## config.mk

```make
export PLATFORM = sky130hd
export DESIGN_NAME = adder_pipe_rca
export DESIGN_NICKNAME = d
export VERILOG_FILES = /design/src/rtl/adder_pipe_pkg.sv /design/src/rtl/rca_chunk.sv /design/src/rtl/adder_pipe_rca.sv
export SDC_FILE = /design/constraint.sdc
export NUM_CORES = 1
export LEC_CHECK = 0
export CAP_MARGIN = 20
export CORE_MARGIN = 1.5
export CORE_UTILIZATION = 45
export DETAILED_ROUTE_END_ITERATION = 8
export DONT_BUFFER_PORTS = 1
export GPL_TIMING_DRIVEN = 1
export SLEW_MARGIN = 25
export SYNTH_ARGS = -nofsm -noshare
export SYNTH_HDL_FRONTEND = slang
export SYNTH_SLANG_ARGS = --single-unit
```

## constraint.sdc

```tcl
create_clock -name clk -period 3 [get_ports clk]
set_input_delay 0.45 -clock clk [delete_from_list [all_inputs] [get_ports clk]]
set_output_delay 0.45 -clock clk [all_outputs]
set_load 0.005 [all_outputs]
```

## src/rtl/adder_pipe_pkg.sv

```systemverilog
// Shared definitions for the pipelined ripple-carry adder/subtractor.
// Holds the chunk-width derivation, mode encoding, and the signed clamp limits used by saturation.
package adder_pipe_pkg;

    localparam logic OP_ADD = 1'b0;
    localparam logic OP_SUB = 1'b1;

    function automatic int chunk_of(input int w, input int stages);
        return w / stages;
    endfunction

    // Limits are produced 64 bits wide; callers slice them down to W.
    function automatic logic [63:0] sat_max(input int w);
        return (64'd1 << (w - 1)) - 64'd1;
    endfunction

    function automatic logic [63:0] sat_min(input int w);
        return 64'd1 << (w - 1);
    endfunction

endpackage

```

## src/rtl/rca_chunk.sv

```systemverilog
// Combinational N-bit ripple-carry segment built from 1-bit full adders.
// One instance per pipeline stage; the carry-out feeds the next stage's register.
module rca_chunk #(
    parameter int N = 4
) (
    input  logic [N-1:0] a,
    input  logic [N-1:0] b,
    input  logic         ci,
    output logic [N-1:0] s,
    output logic         co
);

    logic [N:0] c;

    assign c[0] = ci;

    for (genvar i = 0; i < N; i++) begin : g_fa
        assign s[i]   = a[i] ^ b[i] ^ c[i];
        assign c[i+1] = (a[i] & b[i]) | (c[i] & (a[i] ^ b[i]));
    end

    assign co = c[N];

endmodule

```

## src/rtl/adder_pipe_rca.sv

```systemverilog
// Pipelined W-bit ripple-carry adder/subtractor, one CHUNK-bit segment per stage, valid/ready stream.
// Define ADDER_PIPE_SAT_EN to add the per-beat 'sat' input that clamps overflowing results.
module adder_pipe_rca
    import adder_pipe_pkg::*;
#(
    parameter int W      = 8,
    parameter int STAGES = 2
) (
    input  logic         clk,
    input  logic         rst,
    input  logic         in_valid,
    output logic         in_ready,
    input  logic [W-1:0] a,
    input  logic [W-1:0] b,
    input  logic         cin,
    input  logic         sub,
`ifdef ADDER_PIPE_SAT_EN
    input  logic         sat,
`endif
    output logic         out_valid,
    input  logic         out_ready,
    output logic [W-1:0] sum,
    output logic         carry,
    output logic         ovf
);

    localparam int CHUNK = chunk_of(W, STAGES);
    localparam int L     = STAGES - 1;

`ifdef ADDER_PIPE_SAT_EN
    localparam logic [63:0]  SMAX_64 = sat_max(W);
    localparam logic [63:0]  SMIN_64 = sat_min(W);
    localparam logic [W-1:0] SMAX    = SMAX_64[W-1:0];
    localparam logic [W-1:0] SMIN    = SMIN_64[W-1:0];
`endif

    logic stall;
    logic fire;

    // Stage k registers: a_q/b_q carry the operand (upper chunks still pending),
    // s_q the completed low chunks, c_q the chunk carry-out.
    logic [STAGES:1]             vld_pipe;
    logic [STAGES-1:0][W-1:0]    a_q, b_q, s_q;
    logic [STAGES-1:0]           c_q, sat_q;
    logic                        ovf_q;

    logic [STAGES-1:0][W-1:0]    a_i, b_i, s_i, s_nx;
    logic [STAGES-1:0]           c_i, sat_i, v_i;
    logic [STAGES-1:0][CHUNK-1:0] ch_s;
    logic [STAGES-1:0]           ch_c;
    logic                        ovf_nx;
    logic [W-1:0]                sum_nx;

    assign stall    = vld_pipe[STAGES] & ~out_ready;
    assign in_ready = ~stall;
    assign fire     = in_valid & in_ready;

    // Stage inputs: stage 0 sees the ports, later stages see the previous stage registers.
    always_comb begin
        a_i[0] = a;
        b_i[0] = (sub == OP_ADD) ? b : ~b;
        c_i[0] = (sub == OP_SUB) ? 1'b1 : cin;
        s_i[0] = '0;
        v_i[0] = fire;
`ifdef ADDER_PIPE_SAT_EN
        sat_i[0] = sat;
`else
        sat_i[0] = 1'b0;
`endif
        for (int k = 1; k < STAGES; k++) begin
            a_i[k]   = a_q[k-1];
            b_i[k]   = b_q[k-1];
            c_i[k]   = c_q[k-1];
            s_i[k]   = s_q[k-1];
            v_i[k]   = vld_pipe[k];
            sat_i[k] = sat_q[k-1];
        end
    end

    for (genvar k = 0; k < STAGES; k++) begin : g_stage
        rca_chunk #(.N(CHUNK)) u_chunk (
            .a  (a_i[k][k*CHUNK +: CHUNK]),
            .b  (b_i[k][k*CHUNK +: CHUNK]),
            .ci (c_i[k]),
            .s  (ch_s[k]),
            .co (ch_c[k])
        );
    end

    always_comb begin
        for (int k = 0; k < STAGES; k++) begin
            s_nx[k] = s_i[k];
            s_nx[k][k*CHUNK +: CHUNK] = ch_s[k];
        end
    end

    // Overflow and optional clamp are resolved as the final chunk completes.
    always_comb begin
        ovf_nx = (a_i[L][W-1] == b_i[L][W-1]) & (s_nx[L][W-1] != a_i[L][W-1]);
        sum_nx = s_nx[L];
`ifdef ADDER_PIPE_SAT_EN
        if (sat_i[L] && ovf_nx)
            sum_nx = a_i[L][W-1] ? SMIN : SMAX;
`endif
    end

    // Data registers load only on a valid beat so outputs hold across bubbles.
    always_ff @(posedge clk or negedge rst) begin
        if (!rst) begin
            vld_pipe <= '0;
            a_q      <= '0;
            b_q      <= '0;
            s_q      <= '0;
            c_q      <= '0;
            sat_q    <= '0;
            ovf_q    <= 1'b0;
        end else if (!stall) begin
            vld_pipe[1] <= fire;
            for (int k = 1; k < STAGES; k++)
                vld_pipe[k+1] <= vld_pipe[k];
            for (int k = 0; k < STAGES; k++) begin
                if (v_i[k]) begin
                    a_q[k]   <= a_i[k];
                    b_q[k]   <= b_i[k];
                    c_q[k]   <= ch_c[k];
                    sat_q[k] <= sat_i[k];
                    s_q[k]   <= (k == L) ? sum_nx : s_nx[k];
                end
            end
            if (v_i[L])
                ovf_q <= ovf_nx;
        end
    end

    assign out_valid = vld_pipe[STAGES];
    assign sum       = s_q[L];
    assign carry     = c_q[L];
    assign ovf       = ovf_q;

    // Last-stage operand copies and already-consumed operand chunks have no reader.
    logic unused_bits;
    assign unused_bits = ^{a_q[L], b_q[L], sat_q[L], a_i, b_i, sat_i};

endmodule
```

==> key figures <==
GRT
  – First-pass GRT wire length: 3.11 mm
  – Pin count of the biggest net entering global routing: 26
  – Vias in the first global route: 690
  – Antenna violations before repair: 0
  – GR Util All Layers: 12.8%
  – Remaining Overflow, GRT: 0

Cells and area
  – FF+latch area: around 630 um2
  – Fill cell count: 252
  – Antenna diodes: 0
  – Layout cell share with drive strength beyond 1: 26.9%
  – Area of the multi-input gates: 576 um2
  – Layout area overhead: 3.92%
  – Nets: 125

Min path
  – HP Class: input pin to async pin

Synthesis
  – Xor-xnor portion of the synthesized cell area: 6.17%
  – Ys Warns: 0
  – Share of the synthesized area in the top cell type: 49.0%
  – Register area share after synthesis: between 40% and 50%
  – Post-synthesis mux area share: 21.4%
  – Mapped Area: 1280 um2
  – FF+latch count, synth: 25
  – Post-Syn Instances: 90
  – Compound-gate portion of the synthesized area: less than 1%
  – Syn avg cell area: 14.2 um2
  – Synth Area in Adders: 13.5%
  – Post-synthesis net count: 121
  – Post-synth cell types: 18
  – Main combinational cell family by area after synthesis: multiplexers
  – Synth Area in Simple Gates: 3.53%
  – Synth top area cells: dfrtp_1 49%, fa_1 13%, mux2_2 9.7%, mux2_4 7.1%, mux2i_1 4.7%
  – Area leader, netlist: dfrtp_1

Clocking
  – TritonCTS clock tree: done
  – Worst-Skew Late Latency: around 0.31 ns
  – CTS sink count: 25
  – CTS buffer count: 3
  – Post-CTS setup buffers: 0
  – Reg clk slew, reported paths: 0.13 ns
  – CTS H-tree lvls: 1
  – Clock Path Buffers: 2
  – Clock Tree Root: clkbuf_4

Pwr
  – Int Pwr: approximately 0.00066 W
  – Total Power: roughly 0.00094 W
  – Max VDD drop: 0.000400 V
  – Comb pwr share: between 20% and 30%
  – Sequential power share: 56.8%
  – Switching share of power: 30.1%
  – Lkg Pwr: 0.657 nW
  – PD cells: 709 nW/um2
  – P_sw: between 0.0002 and 0.0003 W
  – Clock share of power: 15.5%

Critical path
  – Reg2Reg Depth: 10
  – Critical path cell sequence: fa_1 -> inv_1 -> fa_1 -> inv_1 -> fa_1 -> inv_1 -> fa_1 -> xor2_1 -> nor2_1 -> mux2_2
  – RR Startpoint: a_i[12]
  – Required @ worst endpoint: about 3.2 ns
  – CP startpoint: a_i[12]
  – Crit path launch type: flop
  – WS Path Type: flop to flop
  – CP dominant cell by count: fa_1
  – Worst Path Max Fanout: 2
  – Worst path slowest cell: fa_1
  – Arrival @ worst endpoint: 2.73 ns
  – Nature of the critical path endpoint: flop
  – R2R setup slack: 0.48 ns
  – R2R Path End: ovf
  – Worst path max stage delay: 0.44 ns

Timing
  – Final Max Tran Viols: 0
  – RSZ-0062 raised after global routing: no
  – Max_slew headroom: around 64%
  – Total Neg Setup Slack: 0 ns
  – Setup Skew: 0.00342 ns
  – Final number of setup-violating endpoints: 0
  – Final Hold Vio Count: 0
  – Final worst-path cycle share: between 80 and 90%
  – Fmax: 397 MHz
  – Min Hold Slack: 0.102 ns
  – Min Clock Period, post-route: 2.52 ns
  – Final WS setup: 0.482 ns
  – Worst-Margin Slew: around 0.54 ns

Placement
  – Final Wtd Congestion: 0.635
  – Dpl hpwl: 1.37 mm
  – Dpl ws: 0.377 ns
  – Port bufs: 0

Floorplanning
  – Height of the die: 56.3 um
  – # rows: 19
  – Boundary Pins: 34
  – Initial Util: 46.7%
  – Die X-Extent: 56.3 um
  – Core area: 2730 um2
  – Die area: 3170 um2

Routing
  – Post-route ant nets: 0
  – Avg WL per Cell: around 15 um
  – TritonRoute pass-1 iters: 4
  – Routed via count: 619
  – Via density per instance: 4.99
  – # DRC: 0
  – Post-Route WL: 1.80 mm
  – 1st-iter DRT viols: 11

Outcome
  – Status: completed

Flow run
  – Max Cap Viol: 0
## cell usage in the layout, fill, tap and decap left out
master	netlist	routed
nand2b_4	1	1
nand2_4	1	1
o21ai_0	1	1
clkbuf_1	0	1
nor2_1	1	1
clkbuf_4	0	3
dfrtp_1	25	25
mux2_4	6	6
ha_1	1	1
nand2_2	1	1
or2_2	1	1
mux2_2	11	11
inv_1	15	15
nand2_1	1	1
xnor2_1	3	3
xor2_1	6	6
fa_1	8	8
buf_2	1	1
mux2i_1	6	6
## area by class of cell
cell class	instances	area share, %
Timing Repair Buffer	1	0.377
Clock buffer	4	1.98
Sequential cell	25	47.1
Inverter	15	4.24
Multi-Input combinational cell	48	43.4
Tap cell	31	2.92
## metrics by stage
stage / instance area (um2) / utilization [%] / std cells
after floorplan: 1280 / - / 90
after global placement: 1300 / 47.4 / 119
after detailed placement: 1300 / 47.4 / 119
after CTS: 1330 / 48.7 / 124
after global routing: 1330 / 48.6 / 124
final: 1330 / 48.6 / 124
## synth_stat cells
cell / n
dfrtp_1: 25
inv_1: 15
mux2_2: 11
fa_1: 8
mux2_4: 6
mux2i_1: 6
xor2_1: 6
xnor2_1: 3
buf_2: 1
buf_8: 1
ha_1: 1
nand2_1: 1
nand2_2: 1
nand2_4: 1
nand2b_4: 1
nor2_1: 1
o21ai_0: 1
or2_2: 1
## layer usage
metal	wire [um]	track usage (%)
met4	21	5.10
met1	720	15.0
met3	103	2.30
met2	956	23.0
met5	0	0
## registers in the layout, indices dropped and copies added, names as in the netlist
name	cells
sum	8
a_i	4
b_i	4
s_i	4
c_q	2
vld_pipe	2
ovf	1
## power groups by stage
stage / clock [W] / sequential [W] / combinational, W
5_1_grt: 0.000163 / 0.000555 / 0.000307
3_5_place_dp: 0 / 0.000547 / 0.000263
4_1_cts: 0.000151 / 0.000539 / 0.000272
6_report: 0.000145 / 0.000534 / 0.000261
3_3_place_gp: 0 / 0.000542 / 0.000253
2_1_floorplan: 0 / 0.000522 / 0.000232
## logic make-up after synthesis
kind of cell,Yosys count
AO/OA/AOI/OAI,1
XOR/XNOR,9
adder cells (fa/ha/maj),9
buffers and inverters,17
flip-flops,25
multiplexers,23
AND/OR/NAND/NOR,6
## repair_timing
action / CTS / global route
hold buffers: 1 / 0
hold endpoints to repair: 25 / 0
gates resized for setup: 0 / 0
## worst max-delay path, delay by kind of cell, from the launching register on
family	cells	cell delay [ns]
XOR/XNOR	1	0.14
adder cells (fa/ha/maj)	4	1.37
buffers and inverters	3	0.19
flip-flops	1	0.42
multiplexers	1	0.25
AND/OR/NAND/NOR	1	0.05
## worst max-delay path by stage
stage          cells past startpoint       to  slack [ns]
2_1_floorplan                      9  s_i[11]        0.28
3_3_place_gp                       8  s_i[11]        0.44
3_5_place_dp                       8  s_i[11]        0.38
4_1_cts                           10      ovf        0.46
5_1_grt                           10      ovf        0.33
6_report                          10      ovf        0.48
No activity file was read; power rests on OpenSTA's default activity.
